<file path="config.mk">
export PLATFORM = sky130hd
export DESIGN_NAME = int_controller
export DESIGN_NICKNAME = d
export VERILOG_FILES = /design/src/rtl/my_p0_pkg.sv /design/src/rtl/int_prio_enc.sv /design/src/rtl/int_controller.sv
export SDC_FILE = /design/constraint.sdc
export NUM_CORES = 1
export LEC_CHECK = 0
export CORE_ASPECT_RATIO = 1.2
export CORE_MARGIN = 5
export CORE_UTILIZATION = 43
export CTS_CLUSTER_SIZE = 24
export DETAILED_ROUTE_END_ITERATION = 16
export PLACE_DENSITY = 0.93
export SYNTH_ARGS = -nofsm -noshare
export SYNTH_HDL_FRONTEND = slang
export SYNTH_HIERARCHICAL = 1
export SYNTH_SLANG_ARGS = --single-unit
</file>
<file path="constraint.sdc">
create_clock -name clk -period 3.6 [get_ports clk]
set_input_delay 0.9 -clock clk [delete_from_list [all_inputs] [get_ports clk]]
set_output_delay 0.9 -clock clk [all_outputs]
set_load 0.01 [all_outputs]
</file>
<file path="src/rtl/my_p0_pkg.sv">
// Shared MY-P0 definitions: interrupt FSM state encoding, default vector base, device limit.
package my_p0_pkg;

  typedef enum logic [1:0] {
    IDLE = 2'd0,
    REQ  = 2'd1,
    ACK  = 2'd2,
    HOLD = 2'd3
  } int_state_t;

  localparam logic [31:0] INT_VEC_BASE = 32'h0000_0010;
  localparam int          MAX_DEV      = 16;

endpackage

</file>
<file path="src/rtl/int_prio_enc.sv">
// Combinational priority encoder: starting at i_start and wrapping, the first set
// request bit wins. With i_start tied to zero this is plain lowest-index-wins.
module int_prio_enc #(
  parameter int NUM_DEV = 4,
  parameter int IDX_W   = 2
) (
  input  logic [NUM_DEV-1:0] i_req,
  input  logic [IDX_W-1:0]   i_start,
  output logic [IDX_W-1:0]   o_win_idx,
  output logic               o_any
);

  int w_idx;

  // Scan from the farthest offset down so the nearest-to-start request is written last.
  always_comb begin
    o_win_idx = '0;
    o_any     = 1'b0;
    w_idx     = 0;
    for (int k = NUM_DEV - 1; k >= 0; k--) begin
      w_idx = int'(i_start) + k;
      if (w_idx >= NUM_DEV) w_idx = w_idx - NUM_DEV;
      if (i_req[w_idx]) begin
        o_win_idx = IDX_W'(w_idx);
        o_any     = 1'b1;
      end
    end
  end

endmodule

</file>
<file path="src/rtl/int_controller.sv">
// Prioritising interrupt controller: latches IRQ edges, raises on_int, returns the granted vector.
// Optional INT_CTRL_RR_EN selects rotating priority instead of fixed lowest-index-wins.
module int_controller
  import my_p0_pkg::*;
#(
  parameter int          NUM_DEV  = 4,
  parameter logic [31:0] VEC_BASE = INT_VEC_BASE,
  parameter int          IDX_W    = (NUM_DEV > 1) ? $clog2(NUM_DEV) : 1
) (
  input  logic               clk,
  input  logic               rst,
  input  logic [NUM_DEV-1:0] dev_irq,
  input  logic               ie,
  input  logic               int_ack,
  input  logic               mask_we,
  input  logic [NUM_DEV-1:0] mask_din,
  output logic               on_int,
  output logic               vec_valid,
  output logic [31:0]        vec_out,
  output logic [NUM_DEV-1:0] dev_ack,
  output logic [NUM_DEV-1:0] pend_out
);

  int_state_t         r_state;
  logic [NUM_DEV-1:0] r_irq_q;
  logic [NUM_DEV-1:0] r_pending;
  logic [NUM_DEV-1:0] r_mask;
  logic               r_on_int;
  logic               r_vec_valid;
  logic [31:0]        r_vec_out;
  logic [NUM_DEV-1:0] r_dev_ack;

  logic [NUM_DEV-1:0] w_rise;
  logic [NUM_DEV-1:0] w_cand;
  logic               w_req;
  logic [IDX_W-1:0]   w_start;
  logic [IDX_W-1:0]   w_win;
  logic               w_any;
  logic               w_grant;
  logic [NUM_DEV-1:0] w_onehot;
  logic [NUM_DEV-1:0] w_clr;

`ifdef INT_CTRL_RR_EN
  logic [IDX_W-1:0]   r_rr_ptr;
  logic [IDX_W-1:0]   w_rr_next;

  assign w_start   = r_rr_ptr;
  assign w_rr_next = (int'(w_win) + 1 >= NUM_DEV) ? '0 : w_win + IDX_W'(1);
`else
  assign w_start   = '0;
`endif

  assign w_rise  = dev_irq & ~r_irq_q;
  assign w_cand  = r_pending & r_mask;
  assign w_req   = ie & (|w_cand);
  assign w_grant = (r_state == REQ) && int_ack && w_any;
  assign w_clr   = w_grant ? w_onehot : '0;

  always_comb begin
    w_onehot = '0;
    for (int i = 0; i < NUM_DEV; i++) begin
      w_onehot[i] = (w_win == IDX_W'(i));
    end
  end

  int_prio_enc #(
    .NUM_DEV (NUM_DEV),
    .IDX_W   (IDX_W)
  ) u_prio_enc (
    .i_req     (w_cand),
    .i_start   (w_start),
    .o_win_idx (w_win),
    .o_any     (w_any)
  );

  // The winner is captured into vec_out/dev_ack on the int_ack edge, so later arrivals cannot alter it.
  always_ff @(posedge clk) begin
    if (rst) begin
      r_state     <= IDLE;
      r_irq_q     <= '0;
      r_pending   <= '0;
      r_mask      <= '1;
      r_on_int    <= 1'b0;
      r_vec_valid <= 1'b0;
      r_vec_out   <= '0;
      r_dev_ack   <= '0;
`ifdef INT_CTRL_RR_EN
      r_rr_ptr    <= '0;
`endif
    end else begin
      r_irq_q     <= dev_irq;
      r_pending   <= (r_pending & ~w_clr) | w_rise;
      r_vec_valid <= 1'b0;
      r_dev_ack   <= '0;
      if (mask_we) r_mask <= mask_din;

      case (r_state)
        IDLE: begin
          if (w_req) begin
            r_state  <= REQ;
            r_on_int <= 1'b1;
          end
        end
        REQ: begin
          if (w_grant) begin
            r_state     <= ACK;
            r_on_int    <= 1'b0;
            r_vec_valid <= 1'b1;
            r_vec_out   <= VEC_BASE + 32'(w_win);
            r_dev_ack   <= w_onehot;
`ifdef INT_CTRL_RR_EN
            r_rr_ptr    <= w_rr_next;
`endif
          end else if (!w_req) begin
            r_state  <= IDLE;
            r_on_int <= 1'b0;
          end
        end
        ACK: begin
          r_state <= HOLD;
        end
        HOLD: begin
          if (!int_ack) r_state <= IDLE;
        end
        default: begin
          r_state  <= IDLE;
          r_on_int <= 1'b0;
        end
      endcase
    end
  end

  assign on_int    = r_on_int;
  assign vec_valid = r_vec_valid;
  assign vec_out   = r_vec_out;
  assign dev_ack   = r_dev_ack;
  assign pend_out  = r_pending;

endmodule

</file>
-- Word level (Yosys, flattened, before mapping)
Cells that the tools add are included.
- add/sub/neg operators: 1
- muxes and demuxes: 19
- equality and inequality tests: 9
- bitwise operators: 8
- reduce and logical (&&, ||, !) cells: 10
- operators with widths (cell ; count):
    two-way mux 2 bit ; 8
    AND 4 bit ; 3
    == test 2 bit (second input constant) ; 4
    two-way mux 1 bit ; 8
    NOT 4 bit ; 2
    case mux 2 bit (4 select lines) ; 1
    adder 5 x 2 -> 6 bit (first input constant) ; 1
    AND reduction 3 bit ; 2
    == test 2 x 1 -> 1 bit (second input constant) ; 2
    logical NOT 2 bit ; 2
    two-way mux 4 bit ; 1
    inequality test 2 bit (second input constant) ; 2
    bitwise OR 4 bit ; 1
    OR reduction 4 bit ; 1
    inequality test 3 bit (second input constant) ; 1
    logical AND 1 bit ; 2
    case mux 1 bit (2 select lines) ; 1
    AND reduction 2 bit ; 1
    nonzero test 2 bit ; 1
    OR reduction 2 bit ; 1
    AND 1 bit ; 1
    NOT 1 bit ; 1
- output and inout port bits: 42
- bits in registers: 52

-- Logic depth before layout (Yosys ltp)
Gate-level depths: netlist of run 1.
- depth after elaboration: 10
- gate-level depth with buffers: 8
- mapped depth without buffers: 8

-- Hierarchy
The synthesis of run 1 kept the hierarchy.
- by module, submodules not included (module ; area each (µm²) ; instances ; sequential area each (µm²) ; cells each):
    int_controller ; 1078.5 ; 1 ; 460.4 ; 116
    int_prio_enc ; 77.6 ; 1 ; 0.0 ; 13

-- Worst setup path after synthesis of run 1
Ideal clock, no wire load.
- path type: in2reg
- start: input port rst
- end: register r_dev_ack[2], in the netlist dev_ack[2]
- arrival: 1629 ps
- setup slack: 1908 ps
- data required time: 3537 ps
- cell stages on the path: 5
- library setup time: 63 ps
- path buffers: 1
- path through: buf_2 or3b_4 clkinv_2 nand2_2 nor2_2
- longest elaborated chain between the ends: 1
- ends and longest elaborated chain (what ; RTL line ; RTL):
    from (decl) ; int_controller.sv:11 ; input logic rst,
    OR reduction 2 bit (no line) ; -- ;
    to (signal assigned) ; int_controller.sv:110 ; r_dev_ack <= w_onehot;
    to (decl) ; int_controller.sv:31 ; logic [NUM_DEV-1:0] r_dev_ack;
No other way between the ends.
A chain may end at the register's enable or synchronous reset.

-- Worst setup path after layout of run 1
- start: register r_pending[3], in the netlist pend_out[3]
- end: output port pend_out[3]
- RTL lines (what ; RTL line ; RTL):
    from (decl) ; int_controller.sv:26 ; logic [NUM_DEV-1:0] r_pending;
    from (signal assigned) ; int_controller.sv:92 ; r_pending <= (r_pending & ~w_clr) | w_rise;
    to (decl) ; int_controller.sv:21 ; output logic [NUM_DEV-1:0] pend_out
No word-level cell between the ends.

==> out/qor.txt, run 1 <==
Clk pwr share = 22.9%
kind of critical path = flop to output pin
CP max-delay cell = clkdlybuf4s50_1
Worst path max stage delay = 0.55 ns
DR vias = 866
prevailing post-synth register cell = dfxtp_1
Starting Density = 45.3%
Internal Power = 0.000357 W
fmax = 0.470 GHz
crit-path cells = clkdlybuf4s50_1
Flop pwr share = 56.0%
final net count = 179
Distinct cells, synth = 32
Comb pwr share = 21.1%
Syn. warnings = 6
die area = 3830 µm²
Leakage = 0.596 nW
Root Buffer = clkbuf_4
EDFF count, synth = 0
die height = 66.8 µm
Crit. End Element = output pin
vias in the first global route = 773
non-filler instance count after layout = 198
initial antenna violation count = 0
Die Wd = 57.3 µm
Max Used Layer = met4
share of cells above drive strength 1 = 9.09%
largest net degree at the start of global routing = 16
Met2 Routed Length = 1080 µm
MaxCap Viol Count = 0
crit-path max FO = 3
Hold Vio Cnt, Final = 0
Hold Crit Class = flop to flop
post-route cell area = 1400 µm²
All-Layer GR Usage = 10.8%
cts bufs inserted = 3
routability cong. = 0.809
Clock Pin Slew Worst Setup and Hold Paths = 0.12 ns
Post-Syn Area = 1160 µm²
status = finished, final reports clean
Worst EP required = 2.70 ns
Setup TNS = 0 ns
placed instance area = 1370 µm²
Final Util = 54.7%
worst hold slack = 0.456 ns
Clock Path Buffers = 2
WL final = 2070 µm
delay-heaviest family, CP = buffers and inverters
cts repair resizes = 0
final period utilization = 59.1%
DRC Markers = 0
Final setup viols = 0
Port Buffers = 25
Rows = 20
I/O pin cnt = 55
Post-DP HPWL = 1720 µm
grt ovf = 0
M1 WL = 751 µm
CP arrival = 1.23 ns
DRT iter0 DRCs = 11
post-route ant nets = 0
vias per cell = 4.37
Sw Pwr = 0.000140 W
RSZ-0062 raised after global routing = false
Setup crit start kind = flop
router iterations before antenna repair = 4
sw frac = 28.1%
CTS tree = yes
Antenna Cells = 0
Seq/Total Area, Yosys = 39.8%
hold_buf cts = 0
syn avg cell area = 8.96 µm²
fin. max-slew vios = 0
cell count after synthesis = 129
Syn-to-layout area delta = 20.7%
Cells after DPL = 194
clock latency at the later pin of the worst-skew pair = 0.31 ns
wire length on met3 = 193 µm
H-tree depth = 1
postcts setup bufs = 0
Tmin final = 2.13 ns
core area = 2550 µm²
Yosys reg bits = 23
Synth async-reset ratio = 0%
WL per Instance = 10.5 µm
Final Skew = 0.00758 ns
CTS sink count = 23
first-pass GRT wire length = 3220 µm
power density cells = 356 nW/µm²
Peak VDD IR = 345 µV
worst path bufs/invs = 1
-- state kept, by name, indices dropped and copies added, names as in the netlist, named ones only --
name and cells:
pend_out 4, dev_ack 4, vec_out 3, on_int 1, r_mask 4, r_state 1, vec_valid 1, r_irq_q 4
-- per-layer routing --
metal | vias up | global-route usage [%]
met5 | - | 0
met4 | 0 | 5.22
met3 | 6 | 3.10
met2 | 35 | 20.4
met1 | 391 | 10.7
li1 | 434 | -
-- path summary, 6_finish.rpt --
| check | startpoint | end | slack, ns | depth (start not counted) |
|---|---|---|---|---|
| worst max-delay path | pend_out[3]$_SDFF_PP0_ | pend_out[3] | 1.47 | 1 |
| worst min-delay path | vec_out[4]$_SDFFE_PP0P_ | vec_out[4]$_SDFFE_PP0P_ | 0.46 | 2 |
| worst max register to register | pend_out[3]$_SDFF_PP0_ | pend_out[1]$_SDFF_PP0_ | 1.88 | 7 |
| worst min register to register | vec_out[4]$_SDFFE_PP0P_ | vec_out[4]$_SDFFE_PP0P_ | 0.46 | 2 |
-- placed cells by master, fill, tap and decap left out, types with 3 or more instances in the layout --
master	n
conb_1	38
clkdlybuf4s50_1	25
dfxtp_1	23
a21oi_1	11
nor2_1	8
nor2b_1	8
nand2b_1	6
and2_1	4
inv_1	4
o21ai_0	4
a211o_1	4
nand2_1	3
clkbuf_4	3
-- final cells by class --
class / count / area [µm²]
clock buffers: 3 / 22.5
flip-flops and latches: 23 / 460
clock inverters: 1 / 5.00
well taps: 33 / 41.3
fillers: 240 / 1160
multi-input cells: 107 / 588
repair buffers: 26 / 258
inverters: 5 / 20.0
-- power by group through the flow --
stage          clock network (W)  registers (W)  logic [W]
6_report                0.000114       0.000278   0.000105
5_1_grt                 0.000127       0.000280   0.000117
4_1_cts                 0.000117       0.000278   0.000104
3_5_place_dp                   0       0.000284   0.000103
2_1_floorplan                  0       0.000285  0.0000868
3_3_place_gp                   0       0.000283   0.000101
-- synthesized netlist by cell type, drive strengths merged, types with 3 or more instances --
cell type	count	area, µm²
and2	4	25.0
o21ai	6	30.0
a211o	4	35.0
dfxtp	23	460
buf	31	226
nand2	4	17.5
nand2b	7	51.3
a211oi	3	27.5
nor3	3	20.0
nor2	10	42.5
inv	4	15.0
nor2b	8	50.1
a21oi	11	55.1
-- logic make-up after synthesis --
group	count (synthesis)	synth area share (%)
mux	1	0.866
buf+inv	36	21.3
flops	23	39.8
compound gates	26	14.4
other cells	1	0.324
simple gates	42	23.3
-- through the flow --
stage | total power (W) | worst slack (ns)
final | 0.000497 | 1.47
after global routing | 0.000524 | 1.42
after CTS | 0.000500 | 1.45
after detailed placement | 0.000387 | 1.31
after global placement | 0.000385 | 1.33
after floorplan | 0.000372 | 1.91
No activity file was read; power rests on OpenSTA's default activity.
==> run 2, diff against run 1 <==
Settings changed: CORE_UTILIZATION 43 to 40, PLACE_DENSITY 0.93 to 0.88.
Clock period 3.6 ns to 2 ns, I/O delays scaled along.
==> out/qor.txt, run 2 (synthesis gave the netlist of run 1 again) <==
Leakage = 0.593 nW (-0.46%)
Crit. End Element = output pin
power density cells = 636 nW/µm² (+78%)
router iterations before antenna repair = 5 (+1)
first-pass GRT wire length = 2980 µm (-7.3%)
vias in the first global route = 714 (-7.6%)
worst path bufs/invs = 1 (unchanged)
WL final = 2070 µm (about the same)
Hold Path Cell Cnt = 2 (unchanged)
Critical Path Sink = pend_out[1]
Peak VDD IR = 360 µV (+4.3%)
Flop pwr share = 56.6% (+0.6 points)
CTS sink count = 23 (unchanged)
Final Util = 50.1% (-4.6 points)
Hold Vio Cnt, Final = 0 (unchanged)
Worst EP required = 1.50 ns (-1.20 ns)
Die Wd = 59.1 µm (+3.0%)
Final Skew = 0.00179 ns (-0.00579 ns)
crit-path cells = clkdlybuf4s50_1
Internal Power = 0.000646 W (+81%)
Critical path origin = pend_out[1]$_SDFF_PP0_
Critical R2R Launch = pend_out[1]$_SDFF_PP0_
Clock Path Buffers = 2 (unchanged)
DRC Markers = 0 (unchanged)
commonest non-fill, non-tap cell in the layout = conb_1
sw frac = 27.2% (-0.94 points)
die area = 4070 µm² (+6.3%)
CP arrival = 1.25 ns (+0.02 ns)
post-route ant nets = 0 (unchanged)
Sw Pwr = 0.000241 W (+72%)
r2r setup slk = 0.34 ns (-1.54 ns)
cts bufs inserted = 3 (unchanged)
die height = 68.9 µm (+3.1%)
Final setup viols = 0 (unchanged)
kind of critical path = flop to output pin
Starting Density = 41.5% (-3.8 points)
vias per cell = 4.36 (-0.27%)
initial antenna violation count = 0 (unchanged)
final net count = 179 (unchanged)
Root Buffer = clkbuf_4
total power = 0.000887 W (+78%)
reg-to-reg endpoint = pend_out[1]$_SDFF_PP0_
Filler cells = 259 (+7.9%)
Worst path max stage delay = 0.57 ns (+0.02 ns)
most frequent cells in the layout = conb_1, clkdlybuf4s50_1, dfxtp_1
Setup crit start kind = flop
fin. max-slew vios = 0 (unchanged)
CTS tree = yes
fmax = 0.571 GHz
largest net degree at the start of global routing = 19 (+3)
Critical Path Stages = 1 (unchanged)
postcts setup bufs = 0 (unchanged)
Clock Pin Slew Worst Setup and Hold Paths = 0.11 ns (about the same)
hold_buf cts = 0 (unchanged)
WL per Instance = 10.4 µm (-0.60%)
cts repair resizes = 0 (unchanged)
Tmin final = 1.75 ns
Hold Path Origin = vec_out[4]$_SDFFE_PP0P_
RSZ-0062 raised after global routing = false
crit-path max FO = 3 (unchanged)
Comb pwr share = 21.4% (+0.3 points)
delay-heaviest family, CP = buffers and inverters
Post-DP HPWL = 1650 µm (-4.1%)
DRT iter0 DRCs = 13 (+2)
Setup TNS = 0 ns (unchanged)
R2R depth = 7 (unchanged)
Rows = 21 (+5.0%)
final period utilization = 87.6%
status = finished, final reports clean
core area = 2790 µm² (+9.1%)
I/O pin cnt = 55 (unchanged)
routability cong. = 0.814 (+0.54%)
All-Layer GR Usage = 10.0% (-0.79 points)
MaxCap Viol Count = 0 (unchanged)
Antenna Cells = 0 (unchanged)
Hold Crit Class = flop to flop
Clk pwr share = 22.1% (-0.8 points)
grt ovf = 0 (unchanged)
H-tree depth = 1 (unchanged)
Port Buffers = 25 (unchanged)
share of cells above drive strength 1 = 8.48% (-0.61 points)
clock latency at the later pin of the worst-skew pair = 0.29 ns (-0.02 ns)
DR vias = 868 (+0.23%)
Syn-to-layout area delta = 20.7% (unchanged)
CP max-delay cell = clkdlybuf4s50_1
run 2: through the flow:
stage | cells | area [µm²] | worst slack (ns) | hold WS [ns]
after global routing | 199 | 1400 | 0.157 | 0.488
after CTS | 199 | 1400 | 0.241 | 0.467
final | 199 | 1400 | 0.248 | 0.457
after floorplan | 166 | 1290 | 0.509 | 0.462
after global placement | 195 | 1370 | 0.171 | 0.446
after detailed placement | 195 | 1370 | 0.153 | 0.448
run 2: worst min path at each step:
| stage | end | slack, ns |
|---|---|---|
| global placement | vec_out[4]$_SDFFE_PP0P_ | 0.45 |
| finish | vec_out[4]$_SDFFE_PP0P_ | 0.46 |
| CTS | vec_out[4]$_SDFFE_PP0P_ | 0.47 |
| detailed placement | vec_out[4]$_SDFFE_PP0P_ | 0.45 |
| floorplan | pend_out[0]$_SDFF_PP0_ | 0.46 |
| global route | vec_out[4]$_SDFFE_PP0P_ | 0.49 |
run 2: area by class of cell:
class,count,area [µm²],area share (%)
clock buffers,4,26.3,1.88
inverters,5,20.0,1.43
multi-input cells,107,588,42.2
flip-flops and latches,23,460,33.0
well taps,34,42.5,3.05
repair buffers,26,258,18.5
run 2: per-layer routing:
| metal | routed length, µm | part of all wire [%] | track usage, % |
|---|---|---|---|
| met4 | 91 | 4.4 | 8.22 |
| met2 | 969 | 47 | 17.3 |
| met5 | 0 | 0 | 0 |
| met1 | 765 | 37 | 10.1 |
| met3 | 243 | 12 | 2.79 |
run 2: worst min-delay path: stages, from the launching register on:
cell	delay [ns]
dfxtp_1	0.33
inv_1	0.05
a21oi_1	0.05
run 2: power by group through the flow:
stage	clock network, W	logic, W	registers (W)
finish	0.000196	0.000189	0.000502
global route	0.000226	0.000211	0.000505
CTS	0.000207	0.000188	0.000502
detailed placement	0	0.000185	0.000512
global placement	0	0.000183	0.000511
floorplan	0	0.000156	0.000513
